[config.mk]
export PLATFORM = sky130hd
export DESIGN_NAME = hazard_fwd_ctrl_flat
export DESIGN_NICKNAME = d
export VERILOG_FILES = /design/src/rtl/hazard_fwd_ctrl_if.sv /design/src/rtl/hazard_fwd_ctrl.sv /design/src/flat_wrapper.sv
export SDC_FILE = /design/constraint.sdc
export NUM_CORES = 1
export LEC_CHECK = 0
export CAP_MARGIN = 30
export CELL_PAD_IN_SITES_DETAIL_PLACEMENT = 1
export CELL_PAD_IN_SITES_GLOBAL_PLACEMENT = 1
export CORE_AREA = 2 2 69 71
export CTS_BUF_LIST = sky130_fd_sc_hd__clkbuf_16
export CTS_CLUSTER_SIZE = 10
export DETAILED_ROUTE_END_ITERATION = 10
export DIE_AREA = 0 0 71 73
export PLACE_DENSITY = 0.78
export SLEW_MARGIN = 5
export SYNTH_ARGS = -nofsm -noshare
export SYNTH_HDL_FRONTEND = slang
export SYNTH_SLANG_ARGS = --single-unit
[constraint.sdc]
create_clock -name clk -period 1.56 [get_ports clk]
set_clock_uncertainty 0.05 [all_clocks]
set_input_delay 0.156 -clock clk [delete_from_list [all_inputs] [get_ports clk]]
set_output_delay 0.156 -clock clk [all_outputs]
set_load 0.05 [all_outputs]
[src/rtl/hazard_fwd_ctrl_if.sv]
// Hazard/forwarding controller bus: ID-stage operand info and branch resolution in,
// forwarding selects and pipeline enables out. The controller uses the slave modport.
interface hazard_fwd_ctrl_if #(
    parameter int unsigned REG_W = 5
);
    logic [REG_W-1:0] id_rn;
    logic [REG_W-1:0] id_rm;
    logic [REG_W-1:0] id_rd_src;
    logic             id_use_a;
    logic             id_use_b;
    logic             id_use_d;
    logic [REG_W-1:0] id_rd;
    logic             id_rf_enable;
    logic             id_load_instr;
    logic             branch_taken;

    logic [1:0]       S_PA;
    logic [1:0]       S_PB;
    logic [1:0]       S_PD;
    logic             stall;
    logic             flush;
    logic             pc_le;
    logic             ifid_le;
    logic             ifid_clr;
    logic             idex_clr;

    modport master (
        output id_rn, id_rm, id_rd_src, id_use_a, id_use_b, id_use_d,
        output id_rd, id_rf_enable, id_load_instr, branch_taken,
        input  S_PA, S_PB, S_PD, stall, flush, pc_le, ifid_le, ifid_clr, idex_clr
    );

    modport slave (
        input  id_rn, id_rm, id_rd_src, id_use_a, id_use_b, id_use_d,
        input  id_rd, id_rf_enable, id_load_instr, branch_taken,
        output S_PA, S_PB, S_PD, stall, flush, pc_le, ifid_le, ifid_clr, idex_clr
    );
endinterface

[src/rtl/hazard_fwd_ctrl.sv]
// Pipeline sequencer for the 5-stage core: tracks in-flight destinations for EX/MEM/WB,
// drives the operand forwarding selects, inserts load-use bubbles and sequences the
// branch flush. Owns PC, IF/ID and ID/EX enables.
// Optional: define HAZARD_STATS_EN to add saturating stall/flush event counters.
module hazard_fwd_ctrl #(
    parameter int unsigned REG_W    = 5,
    parameter int unsigned BR_FLUSH = 1  // IF/ID clear cycles after a taken branch, 1..3
) (
    input  logic             clk,
    input  logic             reset,
    hazard_fwd_ctrl_if.slave bus
`ifdef HAZARD_STATS_EN
    ,
    output logic [15:0]      stall_cnt_o,
    output logic [15:0]      flush_cnt_o
`endif
);

    typedef struct packed {
        logic [REG_W-1:0] rd;
        logic             wr;
        logic             ld;
    } sb_entry_t;

    typedef enum logic [0:0] {
        StRun,
        StFlush
    } state_e;

    sb_entry_t  ex_q, mem_q, wb_q, ex_d;
    state_e     state_q, state_d;
    logic [1:0] cnt_q, cnt_d;

    logic [1:0] sel_a, sel_b, sel_d;
    logic       load_use;

    logic [1:0] s_pa_c, s_pb_c, s_pd_c;
    logic       stall_c, flush_c, pc_le_c, ifid_le_c, ifid_clr_c, idex_clr_c;

    // Youngest matching producer wins; a load still in EX has no data yet, so it is
    // skipped here and handled as a stall.
    function automatic logic [1:0] fwd_sel(input logic             use_x,
                                           input logic [REG_W-1:0] src,
                                           input sb_entry_t        ex,
                                           input sb_entry_t        mem,
                                           input sb_entry_t        wb);
        logic [1:0] sel;
        sel = 2'b00;
        if (use_x) begin
            if (ex.wr && !ex.ld && (ex.rd == src)) begin
                sel = 2'b01;
            end else if (mem.wr && (mem.rd == src)) begin
                sel = 2'b10;
            end else if (wb.wr && (wb.rd == src)) begin
                sel = 2'b11;
            end
        end
        return sel;
    endfunction

    // Raw forwarding selects and load-use detection from ID sources vs. scoreboard.
    always_comb begin
        sel_a    = fwd_sel(bus.id_use_a, bus.id_rn, ex_q, mem_q, wb_q);
        sel_b    = fwd_sel(bus.id_use_b, bus.id_rm, ex_q, mem_q, wb_q);
        sel_d    = fwd_sel(bus.id_use_d, bus.id_rd_src, ex_q, mem_q, wb_q);
        load_use = ex_q.wr && ex_q.ld &&
                   ((bus.id_use_a && (ex_q.rd == bus.id_rn)) ||
                    (bus.id_use_b && (ex_q.rd == bus.id_rm)) ||
                    (bus.id_use_d && (ex_q.rd == bus.id_rd_src)));
    end

    // Flush sequencer next state and all pipeline control outputs.
    always_comb begin
        state_d    = state_q;
        cnt_d      = cnt_q;
        s_pa_c     = sel_a;
        s_pb_c     = sel_b;
        s_pd_c     = sel_d;
        stall_c    = 1'b0;
        flush_c    = 1'b0;
        pc_le_c    = 1'b1;
        ifid_le_c  = 1'b1;
        ifid_clr_c = 1'b0;
        idex_clr_c = 1'b0;

        case (state_q)
            StRun: begin
                if (bus.branch_taken) begin
                    // Branch beats a simultaneous load-use: the stalled instruction dies anyway.
                    flush_c    = 1'b1;
                    ifid_clr_c = 1'b1;
                    idex_clr_c = 1'b1;
                    if (BR_FLUSH > 1) begin
                        state_d = StFlush;
                        cnt_d   = 2'(BR_FLUSH - 1);
                    end
                end else if (load_use) begin
                    stall_c    = 1'b1;
                    pc_le_c    = 1'b0;
                    ifid_le_c  = 1'b0;
                    idex_clr_c = 1'b1;
                end
            end
            StFlush: begin
                // ID holds a squashed instruction: ignore its operands and any branch.
                flush_c    = 1'b1;
                ifid_clr_c = 1'b1;
                idex_clr_c = 1'b1;
                s_pa_c     = 2'b00;
                s_pb_c     = 2'b00;
                s_pd_c     = 2'b00;
                cnt_d      = cnt_q - 2'd1;
                if (cnt_q == 2'd1) begin
                    state_d = StRun;
                end
            end
            default: begin
                state_d = StRun;
            end
        endcase

        // Quiet, free-running outputs while reset is held.
        if (!reset) begin
            s_pa_c     = 2'b00;
            s_pb_c     = 2'b00;
            s_pd_c     = 2'b00;
            stall_c    = 1'b0;
            flush_c    = 1'b0;
            pc_le_c    = 1'b1;
            ifid_le_c  = 1'b1;
            ifid_clr_c = 1'b0;
            idex_clr_c = 1'b0;
        end
    end

    // New EX scoreboard entry; a bubble whenever ID/EX is cleared.
    always_comb begin
        ex_d = '0;
        if (!idex_clr_c) begin
            ex_d.rd = bus.id_rd;
            ex_d.wr = bus.id_rf_enable;
            ex_d.ld = bus.id_load_instr;
        end
    end

    // Scoreboard shift and sequencer state.
    always_ff @(posedge clk or negedge reset) begin
        if (!reset) begin
            state_q <= StRun;
            cnt_q   <= '0;
            ex_q    <= '0;
            mem_q   <= '0;
            wb_q    <= '0;
        end else begin
            state_q <= state_d;
            cnt_q   <= cnt_d;
            ex_q    <= ex_d;
            mem_q   <= ex_q;
            wb_q    <= mem_q;
        end
    end

    assign bus.S_PA     = s_pa_c;
    assign bus.S_PB     = s_pb_c;
    assign bus.S_PD     = s_pd_c;
    assign bus.stall    = stall_c;
    assign bus.flush    = flush_c;
    assign bus.pc_le    = pc_le_c;
    assign bus.ifid_le  = ifid_le_c;
    assign bus.ifid_clr = ifid_clr_c;
    assign bus.idex_clr = idex_clr_c;

`ifdef HAZARD_STATS_EN
    logic [15:0] stall_cnt_q, flush_cnt_q;
    logic        flush_entry;

    // Count flush episodes, not flush cycles.
    assign flush_entry = (state_q == StRun) && bus.branch_taken;

    // Saturating event counters.
    always_ff @(posedge clk or negedge reset) begin
        if (!reset) begin
            stall_cnt_q <= '0;
            flush_cnt_q <= '0;
        end else begin
            if (stall_c && (stall_cnt_q != 16'hFFFF)) begin
                stall_cnt_q <= stall_cnt_q + 16'd1;
            end
            if (flush_entry && (flush_cnt_q != 16'hFFFF)) begin
                flush_cnt_q <= flush_cnt_q + 16'd1;
            end
        end
    end

    assign stall_cnt_o = stall_cnt_q;
    assign flush_cnt_o = flush_cnt_q;
`endif

endmodule

[src/flat_wrapper.sv]
// flat-port wrapper written by rule: the top's interface ports become plain ports
module hazard_fwd_ctrl_flat 
#(
    parameter int unsigned REG_W    = 5,
    parameter int unsigned BR_FLUSH = 1                                                  
)
  (clk, reset, bus_id_rn, bus_id_rm, bus_id_rd_src, bus_id_use_a, bus_id_use_b, bus_id_use_d, bus_id_rd, bus_id_rf_enable, bus_id_load_instr, bus_branch_taken, bus_S_PA, bus_S_PB, bus_S_PD, bus_stall, bus_flush, bus_pc_le, bus_ifid_le, bus_ifid_clr, bus_idex_clr);
  hazard_fwd_ctrl_if #(.REG_W(REG_W)) bus_i ();
  input  logic clk;
  input  logic reset;
  input wire logic [$bits(bus_i.id_rn)-1:0] bus_id_rn;
  input wire logic [$bits(bus_i.id_rm)-1:0] bus_id_rm;
  input wire logic [$bits(bus_i.id_rd_src)-1:0] bus_id_rd_src;
  input wire logic [$bits(bus_i.id_use_a)-1:0] bus_id_use_a;
  input wire logic [$bits(bus_i.id_use_b)-1:0] bus_id_use_b;
  input wire logic [$bits(bus_i.id_use_d)-1:0] bus_id_use_d;
  input wire logic [$bits(bus_i.id_rd)-1:0] bus_id_rd;
  input wire logic [$bits(bus_i.id_rf_enable)-1:0] bus_id_rf_enable;
  input wire logic [$bits(bus_i.id_load_instr)-1:0] bus_id_load_instr;
  input wire logic [$bits(bus_i.branch_taken)-1:0] bus_branch_taken;
  output wire logic [$bits(bus_i.S_PA)-1:0] bus_S_PA;
  output wire logic [$bits(bus_i.S_PB)-1:0] bus_S_PB;
  output wire logic [$bits(bus_i.S_PD)-1:0] bus_S_PD;
  output wire logic [$bits(bus_i.stall)-1:0] bus_stall;
  output wire logic [$bits(bus_i.flush)-1:0] bus_flush;
  output wire logic [$bits(bus_i.pc_le)-1:0] bus_pc_le;
  output wire logic [$bits(bus_i.ifid_le)-1:0] bus_ifid_le;
  output wire logic [$bits(bus_i.ifid_clr)-1:0] bus_ifid_clr;
  output wire logic [$bits(bus_i.idex_clr)-1:0] bus_idex_clr;
  assign bus_i.id_rn = bus_id_rn;
  assign bus_i.id_rm = bus_id_rm;
  assign bus_i.id_rd_src = bus_id_rd_src;
  assign bus_i.id_use_a = bus_id_use_a;
  assign bus_i.id_use_b = bus_id_use_b;
  assign bus_i.id_use_d = bus_id_use_d;
  assign bus_i.id_rd = bus_id_rd;
  assign bus_i.id_rf_enable = bus_id_rf_enable;
  assign bus_i.id_load_instr = bus_id_load_instr;
  assign bus_i.branch_taken = bus_branch_taken;
  assign bus_S_PA = bus_i.S_PA;
  assign bus_S_PB = bus_i.S_PB;
  assign bus_S_PD = bus_i.S_PD;
  assign bus_stall = bus_i.stall;
  assign bus_flush = bus_i.flush;
  assign bus_pc_le = bus_i.pc_le;
  assign bus_ifid_le = bus_i.ifid_le;
  assign bus_ifid_clr = bus_i.ifid_clr;
  assign bus_idex_clr = bus_i.idex_clr;
  hazard_fwd_ctrl #(.REG_W(REG_W), .BR_FLUSH(BR_FLUSH)) u_core (.clk(clk), .reset(reset), .bus(bus_i));
endmodule
* Yosys cells after proc, flatten, opt, wreduce, memory -nomap -nowiden
Index checks and enable logic that the tools add are counted.
** Word-level totals
- Output and inout port bits :: 12
- Word-level logic and storage cells :: 74
- Bits in registers :: 22
- Input port bits :: 28
** Cells by class
- Mux-type cells :: 35
- Equality and inequality tests :: 10
- Reductions and logical operators :: 18
- $add $sub $neg :: 1
- Bitwise operators :: 1
** Operators by type and width (number)
- $eq A5 B5 Y1 :: 9
- $mux W2 :: 18
- $logic_and A1 B1 Y1 :: 15
- $mux W1 :: 14
- $mux W7 :: 1
- $pmux W1 S2 :: 2
- $eq A2 B1 Y1 const B :: 1
- $logic_or A1 B1 Y1 :: 2
- $sub A2 B1 Y2 const B :: 1
- $logic_not A1 Y1 :: 1
- $not A1 Y1 :: 1

* Depth between registers and ports, before layout
Gate-level depths: netlist of run 1.
- Depth in word-level cells :: 10
- Depth in mapped cells :: 6
- Depth with buffers taken out :: 5

* Worst setup path before layout of run 1
OpenSTA, ideal clock, no wires.
- Kind :: flip-flop to output port
- From :: register u_core.mem_q[4] (netlist bit)
- To :: output bus_S_PD[1]
- Cell stages (with the launch flop) :: 6
- Buffers on the path :: 0
- Arrival :: 2250 ps
- Data required time :: 1354 ps
- Slack :: -896 ps
- Cells stage by stage :: dfrtp_1 xor2_1 nor4_1 nand3_1 nor2b_1 a211oi_1
** On the way
- Cells in the longest elaborated chain, start to end :: 7
** Ends and longest elaborated chain
- from (decl) :: line hazard_fwd_ctrl.sv:30 : sb_entry_t ex_q, mem_q, wb_q, ex_d;
- from (signal assigned) :: line hazard_fwd_ctrl.sv:158 : mem_q <= ex_q;
- $eq A5 B5 Y1 :: line hazard_fwd_ctrl.sv:52 : end else if (mem.wr && (mem.rd == src)) begin
- $logic_and A1 B1 Y1 :: line hazard_fwd_ctrl.sv:52
- $mux W2 :: line hazard_fwd_ctrl.sv:52
- $mux W2 :: line hazard_fwd_ctrl.sv:50 : if (ex.wr && !ex.ld && (ex.rd == src)) begin
- $mux W2 :: line hazard_fwd_ctrl.sv:49 : if (use_x) begin
- $mux W2 :: line hazard_fwd_ctrl.sv:86 : case (state_q)
- $mux W2 :: line hazard_fwd_ctrl.sv:123 : if (!reset) begin
- to (decl) :: line flat_wrapper.sv:23 : output wire logic [$bits(bus_i.S_PD)-1:0] bus_S_PD;
No other way between the ends.

* Final worst setup path of run 1
Ends and elaborated chain as after synthesis.

==> results.py, run 1 <==
metrics = {
    "critical_path": {
        "worstSetupEndpointType": "output port",
        "crit_path_max_fanout": 4,
        "r2r_start": "u_core.ex_q[6]",
        "worst_setup_path_startpoint": "u_core.mem_q[4]",
        "crit_path_start_kind": "flip-flop",
        "crit_type": "reg -> out",
        "reg2reg_depth": 9,
        "crit-reg2reg-capture": "u_core.ex_q[0]",
        "required_ps": 1350,
        "worst_reg_to_reg_setup_slack_ps": -320,
        "worst-endpoint-arrival_ps": 1950,
    },
    "sta": {
        "setup_viol": 17,
        "finalHoldWorstSlack_ps": -6.26,
        "final-hold-violation-count": 18,
        "fin_setup_tns_ps": -7520,
        "worst_slew_pin_slew_ps": 549,
        "fmax_ghz": 0.463,
        "timing.final.crit_share_pct": 138,
        "grt_setup_unrepaired": "true",
        "period_needed_ps": 2160,
        "layout_setup_ws_ps": -598,
        "slew_violations": 0,
        "headroom_to_the_max_slew_limit_pct": 63.2,
    },
    "finish": {
        "leading_cell_types_in_the_layout_fill_and_taps_excluded": "buf_4 (32), xor2_1 (25), clkdlybuf4s50_1 (17)",
        "post-route-util_pct": 56.8,
        "drive_gt1_share_pct": 47.9,
        "number_of_diodes": 0,
        "layout_commonest_cell": "buf_4",
        "layout.nets": 243,
        "area_growth_syn_to_layout_pct": 87.5,
    },
    "synthesis": {
        "yosysTopAreaCell": "dfrtp_1",
        "syn-cell-area_sq_mm": 0.00137,
        "synth_nets": 166,
        "yosysTopAreaCellShare_pct": 40.1,
        "post_synth_num_cell_types": 23,
        "synth_sequential_area_ratio_pct": 40.1,
        "syn_area_per_cell_sq_um": 10.0,
        "synth_warnings": 0,
        "synthTopCellsByArea": "dfrtp_1 (40%), xor2_1 (16%), xnor2_1 (13%)",
        "postSynthRegisterBits": 22,
        "synthesis.instances": 137,
    },
    "status": {
        "result_of_the_run": "complete, but fails checks",
        "violations_in_the_final_reports": "negative hold slack, negative setup slack",
    },
    "die": {
        "die-area_sq_mm": 0.00518,
        "floorplan.io_pins": 40,
        "initial_utilization_pct": 30.3,
        "core_area_sq_mm": 0.00454,
        "chipWidth_microns": 71,
        "die_height_microns": 73,
        "placementRows": 25,
    },
    "pwr": {
        "cellPowerDensity_mw_per_mm2": 675,
        "max-vdd-ir-drop_uv": 500,
        "leakage_power_of_the_design_nw": 1.09,
    },
    "placement": {
        "last_weighted_congestion_value_of_the_routability_driven_placer": 0.804,
        "count_of_buffers_inserted_at_the_top_level_ports": 39,
        "hpwl_after_dpl_microns": 3710,
        "post-place-ws_ps": -745,
    },
    "min_path": {
        "holdCritPathClass": "in -> async",
    },
    "clock_network": {
        "clk_transition_reported_paths_ps": 60,
        "tritoncts": "yes",
        "cts.sinks": 22,
        "clockBufferDepth": 2,
        "cts_buffers": 3,
        "cts_h_tree_depth": 1,
        "worst_skew_pair.late_latency_ps": 250,
        "cts_root_buf": "clkbuf_16",
    },
    "route": {
        "ant_nets": 0,
        "drt_iter0_drc": 51,
        "routed_wirelength_microns": 4720,
        "drtPass1Iterations": 4,
        "routed_via_density": 4.67,
        "drt-wirelength-per-cell_microns": 17.7,
        "overall_via_count_from_detail_route": 1246,
        "drc_errors": 0,
    },
    "global_routing": {
        "grt_pass1_wl_microns": 7610,
        "pin_count_of_the_biggest_net_entering_global_routing": 19,
        "global_route_total_usage_across_every_layer_pct": 19.3,
        "first_global_vias": 1418,
        "grt_antenna_before_repair": 0,
        "grt_overflow": 0,
    },
    "run": {
        "max_cap_viol_count": 0,
    },
}
==> final cells by class <==
cell class | instances | area, sq um
Clock buffer | 3 | 75.1
Clock inverter | 1 | 3.75
Fill cell | 487 | 1960
Inverter | 3 | 11.3
Multi-Input combinational cell | 109 | 1080
Sequential cell | 22 | 559
Tap cell | 54 | 67.6
Timing Repair Buffer | 75 | 783
==> per-layer routing <==
layer / GRT usage (%) / share of wire, % / vias to the layer above
met4: 3.77 / 0.36 / 0
met3: 1.66 / 2.7 / 2
met5: 0 / 0 / -
met2: 38.3 / 57 / 22
met1: 22.6 / 40 / 612
li1: - / - / 610
==> worst max path at each step <==
stage / end / slack, ps / cells after the start
after detailed placement: bus_S_PD[1] / -740 / 7
after global routing: bus_ifid_le / -660 / 6
after global placement: bus_ifid_le / -610 / 7
final: bus_S_PD[1] / -600 / 6
after floorplan: bus_pc_le / -420 / 6
after CTS: bus_pc_le / -620 / 6
==> worst max-delay path, stage by stage, from the launching register on <==
cell and delay [ps]:
dfrtp_1 430, xor2_1 170, nor4_2 390, nand3_1 160
nor2b_1 190, a211oi_4 190, buf_12 170
==> logic make-up (layout without fill, tap and decap cells) <==
logic type	count (synthesis)	count (layout)	synth area share [%]
flip-flops	22	22	40.1
AND/OR/NAND/NOR	50	50	19.0
adder cells (fa/ha/maj)	1	1	0.911
buffers and inverters	6	82	2.73
AO/OA/AOI/OAI	12	12	7.92
XOR/XNOR	46	46	29.3
==> registers in the layout (all words and copies together), names as in the netlist <==
register	cells
u_core.state_q	1
u_core.wb_q	6
u_core.cnt_q	2
u_core.ex_q	7
u_core.mem_q	6
==> report_power, final <==
group / switching, W / internal, W
Combinational: 0.000256 / 0.000285
Sequential: 0.0000610 / 0.000609
Clock: 0.000186 / 0.000341
Total: 0.000503 / 0.00124
==> cells in the mapped netlist, drive strengths merged <==
master   instances
and2             7
nor2b            5
and3             3
buf              3
a221oi           1
o31ai            1
nand3           11
nand2            9
nor2             9
nor4             6
a22oi            3
a211oi           2
inv              3
dfrtp           22
xor2            25
xnor2           21
a2111oi          1
ha               1
a2111o           1
o21ai            3
==> repair_timing <==
item | in CTS | in global routing
pin swaps | 23 | 9
gates resized for setup | 53 | 6
hold buffers | 0 | 1
setup buffers | 5 | 3
setup endpoints to repair | 19 | 19
hold endpoints to repair | 0 | 4
==> per-stage QoR <==
step | cell area [sq um] | total power [W] | instances
3_5_place_dp | 2220 | 0.00112 | 256
3_3_place_gp | 2220 | 0.00109 | 256
2_1_floorplan | 1470 | 0.000859 | 137
4_1_cts | 2520 | 0.00172 | 263
6_report | 2580 | 0.00174 | 267
5_1_grt | 2580 | 0.00182 | 267
(Power assumes the default switching activity.)
==> run 2, diff against run 1 <==
==> constraint.sdc (replaced) <==
create_clock -name clk -period 1.56 [get_ports clk]
set_clock_uncertainty 0.05 [all_clocks]
set_input_delay 0.234 -clock clk [delete_from_list [all_inputs] [get_ports clk]]
set_output_delay 0.234 -clock clk [all_outputs]
set_load 0.05 [all_outputs]
==> results.py, run 2 (synthesis results as in run 1) <==
metrics = {
    "finish": {
        "leading_cell_types_in_the_layout_fill_and_taps_excluded": "buf_4 (31), xor2_1 (25), dlygate4sd2_1 (14), dfrtp_1 (14)",
        "number_of_diodes": 0,
        "seqCellArea_sq_um": 561,
        "largest-register": "u_core.ex_q",
        "stdcell_count": 267,
        "layout.nets": 243,
        "area_occupied_by_multi_input_gates_sq_mm": 0.00117,
        "layout.cell_area.non_filler_sq_mm": 0.00268,
        "drive_gt1_share_pct": 55.9,
        "largest_reg_flops": 7,
        "layout_commonest_cell": "buf_4",
        "area_growth_syn_to_layout_pct": 95.4,
        "layout.filler_cells": 458,
        "largest_registers": "u_core.ex_q: 7 flops, u_core.mem_q: 6 flops, u_core.wb_q: 6 flops",
    },
    "critical_path": {
        "crit_path_start_kind": "flip-flop",
        "worstSetupEndpointType": "output port",
        "critical-path-max-stage-delay_ps": 500,
        "worst-endpoint-arrival_ps": 1980,
        "crit_family": "compound AO/OA/AOI/OAI gates",
        "timing.critical_path.slowest_stage_cell": "a2111o_2",
        "required_ps": 1280,
        "timing.critical_path.cells": "xnor2_2, nand3_2, nor2_4, nor2_4, a2111o_2, buf_6",
        "critical_path.most_common_cell": "nor2_4",
        "critPathBufInv": 1,
        "crit_type": "reg -> out",
        "crit_path_max_fanout": 4,
    },
    "sta": {
        "period_needed_ps": 2260,
        "final-hold-violation-count": 0,
        "fin_setup_tns_ps": -8330,
        "worst_slew_pin_slew_ps": 313,
        "fmax_ghz": 0.442,
        "grt_setup_unrepaired": "true",
        "slew_violations": 0,
        "headroom_to_the_max_slew_limit_pct": 79.0,
        "timing.final.crit_share_pct": 145,
        "layout_setup_ws_ps": -702,
        "setup_viol": 19,
    },
    "clock_network": {
        "cts_h_tree_depth": 1,
        "clockBufferDepth": 2,
        "post_cts_hold_buffer_count": 0,
        "worst_skew_pair.late_latency_ps": 260,
        "tritoncts": "yes",
        "cts_buffers": 3,
        "cts_root_buf": "clkbuf_16",
        "cts.sinks": 22,
        "clk_transition_reported_paths_ps": 60,
    },
    "placement": {
        "last_weighted_congestion_value_of_the_routability_driven_placer": 0.830,
        "post-place-ws_ps": -851,
        "detailed_place.area_sq_mm": 0.00223,
        "placed_cells": 259,
        "hpwl_after_dpl_microns": 3730,
        "count_of_buffers_inserted_at_the_top_level_ports": 39,
    },
    "global_routing": {
        "grt_antenna_before_repair": 0,
        "grt_overflow": 0,
        "first_global_vias": 1544,
        "grt_pass1_wl_microns": 8180,
        "pin_count_of_the_biggest_net_entering_global_routing": 20,
        "global_route_total_usage_across_every_layer_pct": 20.9,
    },
    "route": {
        "drc_errors": 0,
        "drtPass1Iterations": 4,
        "drt-wirelength-per-cell_microns": 20.0,
        "drt_iter0_drc": 53,
        "overall_via_count_from_detail_route": 1316,
        "routed_wirelength_microns": 5340,
        "routed_via_density": 4.93,
        "ant_nets": 0,
    },
    "die": {
        "chipWidth_microns": 71,
        "floorplan.io_pins": 40,
        "placementRows": 25,
        "core_area_sq_mm": 0.00454,
        "die-area_sq_mm": 0.00518,
        "die_height_microns": 73,
        "initial_utilization_pct": 30.3,
    },
    "pwr": {
        "leakage_power_of_the_design_nw": 1.12,
        "cellPowerDensity_mw_per_mm2": 737,
        "max-vdd-ir-drop_uv": 749,
    },
    "min_path": {
        "holdCritPathClass": "in -> async",
    },
    "status": {
        "result_of_the_run": "complete, but fails checks",
        "violations_in_the_final_reports": "negative setup slack",
    },
    "run": {
        "max_cap_viol_count": 0,
    },
}
## run 2: cell count changes in the layout (fill, tap and decap cells not counted), sizes merged
cell	previous run	this run
dlygate4sd2	7	14
clkdlybuf4s50	17	13
dlymetal6s2s	3	0
buf	47	48
bufinv	0	1
clkinv	1	0
dlygate4sd3	1	0
## run 2: worst paths after layout
path | from | slack (ps) | to | depth (start not counted)
worst max-delay path | u_core.ex_q[6] | -700 | bus_pc_le | 6
worst min-delay path | reset | 100 | u_core.cnt_q[1] | 2
worst max register to register | u_core.ex_q[6] | -300 | u_core.ex_q[3] | 9
worst min register to register | u_core.mem_q[5] | 410 | u_core.wb_q[5] | 0
max in group asynchronous | reset | 1050 | u_core.wb_q[4] | 2
min in group clk | u_core.mem_q[5] | 410 | u_core.wb_q[5] | 0
## run 2: where the power goes
group          switching [W]  internal (W)
Combinational       0.000275      0.000305
Clock               0.000210      0.000510
Sequential         0.0000702      0.000609
## run 2: layer usage
metal / up-vias / GRT usage (%) / wire [microns]
met4: 0 / 7.55 / 123
li1: 609 / - / -
met5: - / 0 / 0
met2: 31 / 41.2 / 2990
met1: 663 / 24.0 / 2090
met3: 13 / 0.691 / 137
## run 2: cell type report
cell class | instances | area share [%]
Multi-Input combinational cell | 109 | 43.7
Timing Repair Buffer | 75 | 28.5
Sequential cell | 22 | 20.9
Clock buffer | 3 | 2.80
Tap cell | 54 | 2.52
Clock inverter | 1 | 1.12
Inverter | 3 | 0.513
## run 2: per-stage QoR
step	hold slack (ps)	total power [W]	utilization, %
floorplan	-112	0.000859	-
global placement	373	0.00109	49.2
detailed placement	385	0.00112	49.2
CTS	79.4	0.00193	57.7
global route	123	0.00205	59.2
finish	96.6	0.00198	59.2
## run 2: timing repair
action	CTS	global route
setup endpoints to repair	19	19
resized for setup	67	18
pin swaps	31	29
buffers inserted	5	4
==> run 3, diff against run 2 <==
--- a/config.mk
+++ b/config.mk
@@ -18,3 +18,4 @@
 export SYNTH_ARGS = -nofsm -noshare
 export SYNTH_HDL_FRONTEND = slang
 export SYNTH_SLANG_ARGS = --single-unit
+export TNS_END_PERCENT = 5
==> results.py, run 3 (synthesis results as in run 1) <==
metrics = {
    "clock_network": {
        "post_cts_hold_buffer_count": 0,
        "worst_skew_pair.late_latency_ps": 250,
        "cts_h_tree_depth": 1,
        "tritoncts": "yes",
        "clk_transition_reported_paths_ps": 60,
        "clockBufferDepth": 2,
        "cts.sinks": 22,
        "cts_root_buf": "clkbuf_16",
        "cts_buffers": 3,
    },
    "pwr": {
        "leakage_power_of_the_design_nw": 1.05,
        "max-vdd-ir-drop_uv": 695,
        "cellPowerDensity_mw_per_mm2": 756,
    },
    "route": {
        "ant_nets": 0,
        "drc_errors": 0,
        "overall_via_count_from_detail_route": 1232,
        "routed_wirelength_microns": 4500,
        "routed_via_density": 4.74,
        "drt_iter0_drc": 43,
        "drtPass1Iterations": 3,
        "drt-wirelength-per-cell_microns": 17.3,
    },
    "finish": {
        "number_of_diodes": 0,
        "leading_cell_types_in_the_layout_fill_and_taps_excluded": "buf_4 (26), xor2_1 (25), dfrtp_1 (15)",
        "largest_reg_flops": 7,
        "largest-register": "u_core.ex_q",
        "stdcell_count": 260,
        "area_growth_syn_to_layout_pct": 80.2,
        "area_occupied_by_multi_input_gates_sq_mm": 0.00102,
        "layout.nets": 236,
        "seqCellArea_sq_um": 559,
        "layout.filler_cells": 484,
        "drive_gt1_share_pct": 43.7,
        "largest_registers": "u_core.ex_q: 7 flops, u_core.mem_q: 6 flops, u_core.wb_q: 6 flops",
        "layout_commonest_cell": "buf_4",
    },
    "sta": {
        "layout_setup_ws_ps": -702,
        "grt_setup_unrepaired": "true",
        "worst_slew_pin_slew_ps": 399,
        "slew_violations": 0,
        "period_needed_ps": 2260,
        "headroom_to_the_max_slew_limit_pct": 73.3,
        "fmax_ghz": 0.442,
        "timing.final.crit_share_pct": 145,
        "final-hold-violation-count": 0,
        "setup_viol": 17,
    },
    "critical_path": {
        "crit_path_start_kind": "flip-flop",
        "crit_path_max_fanout": 4,
        "required_ps": 1280,
        "worstSetupEndpointType": "output port",
        "critical-path-max-stage-delay_ps": 490,
        "crit_family": "flip-flops",
        "worst-endpoint-arrival_ps": 1980,
        "timing.critical_path.slowest_stage_cell": "dfrtp_2",
        "critPathBufInv": 1,
        "timing.critical_path.cells": "xnor2_2, nand3_1, nor2_2, nor2_2, a2111o_2, buf_6",
        "crit_type": "reg -> out",
        "critical_path.most_common_cell": "nor2_2",
    },
    "placement": {
        "placed_cells": 252,
        "post-place-ws_ps": -828,
        "hpwl_after_dpl_microns": 3370,
        "last_weighted_congestion_value_of_the_routability_driven_placer": 0.802,
        "count_of_buffers_inserted_at_the_top_level_ports": 39,
    },
    "status": {
        "result_of_the_run": "complete, but fails checks",
        "violations_in_the_final_reports": "negative setup slack",
    },
    "global_routing": {
        "grt_antenna_before_repair": 0,
        "grt_overflow": 0,
        "global_route_total_usage_across_every_layer_pct": 18.2,
        "pin_count_of_the_biggest_net_entering_global_routing": 23,
        "first_global_vias": 1426,
        "grt_pass1_wl_microns": 7160,
    },
    "die": {
        "placementRows": 25,
        "chipWidth_microns": 71,
        "floorplan.io_pins": 40,
        "die-area_sq_mm": 0.00518,
        "core_area_sq_mm": 0.00454,
        "initial_utilization_pct": 30.3,
        "die_height_microns": 73,
    },
    "min_path": {
        "holdCritPathClass": "in -> async",
    },
    "run": {
        "max_cap_viol_count": 0,
    },
}
run 3: changes by cell type in the layout (fill, tap and decap cells not counted), moves of 3 or more:
| cell | previous run | this run |
|---|---|---|
| a22oi_1 | 0 | 3 |
| a22oi_2 | 3 | 0 |
| and2_1 | 0 | 3 |
| and2_4 | 7 | 4 |
| buf_4 | 31 | 26 |
| nand3_1 | 3 | 7 |
| nor2_2 | 0 | 3 |
| nor2_4 | 7 | 2 |
| xnor2_1 | 6 | 9 |
run 3: layout make-up:
cell class	count	area share, %
Multi-Input combinational cell	109	41.1
Timing Repair Buffer	68	28.9
Sequential cell	22	22.6
Clock buffer	3	3.03
Tap cell	54	2.73
Clock inverter	1	1.21
Inverter	3	0.455
run 3: worst paths after layout:
| path | start | cells after the start | slack (ps) | end |
|---|---|---|---|---|
| max | u_core.ex_q[4] | 6 | -700 | bus_pc_le |
| min | reset | 2 | 130 | u_core.wb_q[3] |
| max reg2reg | u_core.ex_q[6] | 8 | -170 | u_core.ex_q[2] |
| min reg2reg | u_core.ex_q[1] | 0 | 360 | u_core.mem_q[1] |
| max in group asynchronous | reset | 2 | 1090 | u_core.ex_q[2] |
| min in group clk | u_core.ex_q[1] | 0 | 360 | u_core.mem_q[1] |
run 3: routing by layer:
layer,routed length (microns),part of all wire [%],GRT usage (%),vias to the layer above
met4,84,1.9,5.87,0
met3,124,2.8,2.21,8
met5,0,0,0,-
met2,2560,57,34.0,25
li1,-,-,-,597
met1,1730,38,21.6,602
run 3: worst register-to-register path: stages (launching register included):
cell and delay (ps):
dfrtp_2 480, xnor2_2 160, nand3_1 130, nor2_2 70
buf_4 140, buf_6 110, o31ai_4 250, buf_6 150
and2_4 130
run 3: through the flow:
| stage | power [W] | hold WS [ps] | utilization, % | cell area (sq um) | TNS (ps) |
|---|---|---|---|---|---|
| floorplan | 0.000850 | -112 | - | 1430 | -3930 |
| global placement | 0.00106 | 327 | 47.0 | 2130 | -10410 |
| detailed placement | 0.00108 | 344 | 47.0 | 2130 | -11040 |
| CTS | 0.00184 | 145 | 52.3 | 2370 | -7700 |
| global route | 0.00196 | 168 | 54.6 | 2480 | -8900 |
| finish | 0.00187 | 131 | 54.6 | 2480 | -7510 |
run 3: report_power, final:
part           leakage (nW)  internal (W)  switching [W]
Combinational         0.741      0.000260       0.000231
Sequential            0.261      0.000609      0.0000644
Clock                0.0511      0.000509       0.000197
Total                  1.05       0.00138       0.000493
run 3: timing repair:
action                     4_1_cts  5_1_grt
cloned                           0        0
resized for setup               43       15
pin swaps                       22       10
buffers inserted                 2        2
setup endpoints to repair       19       17
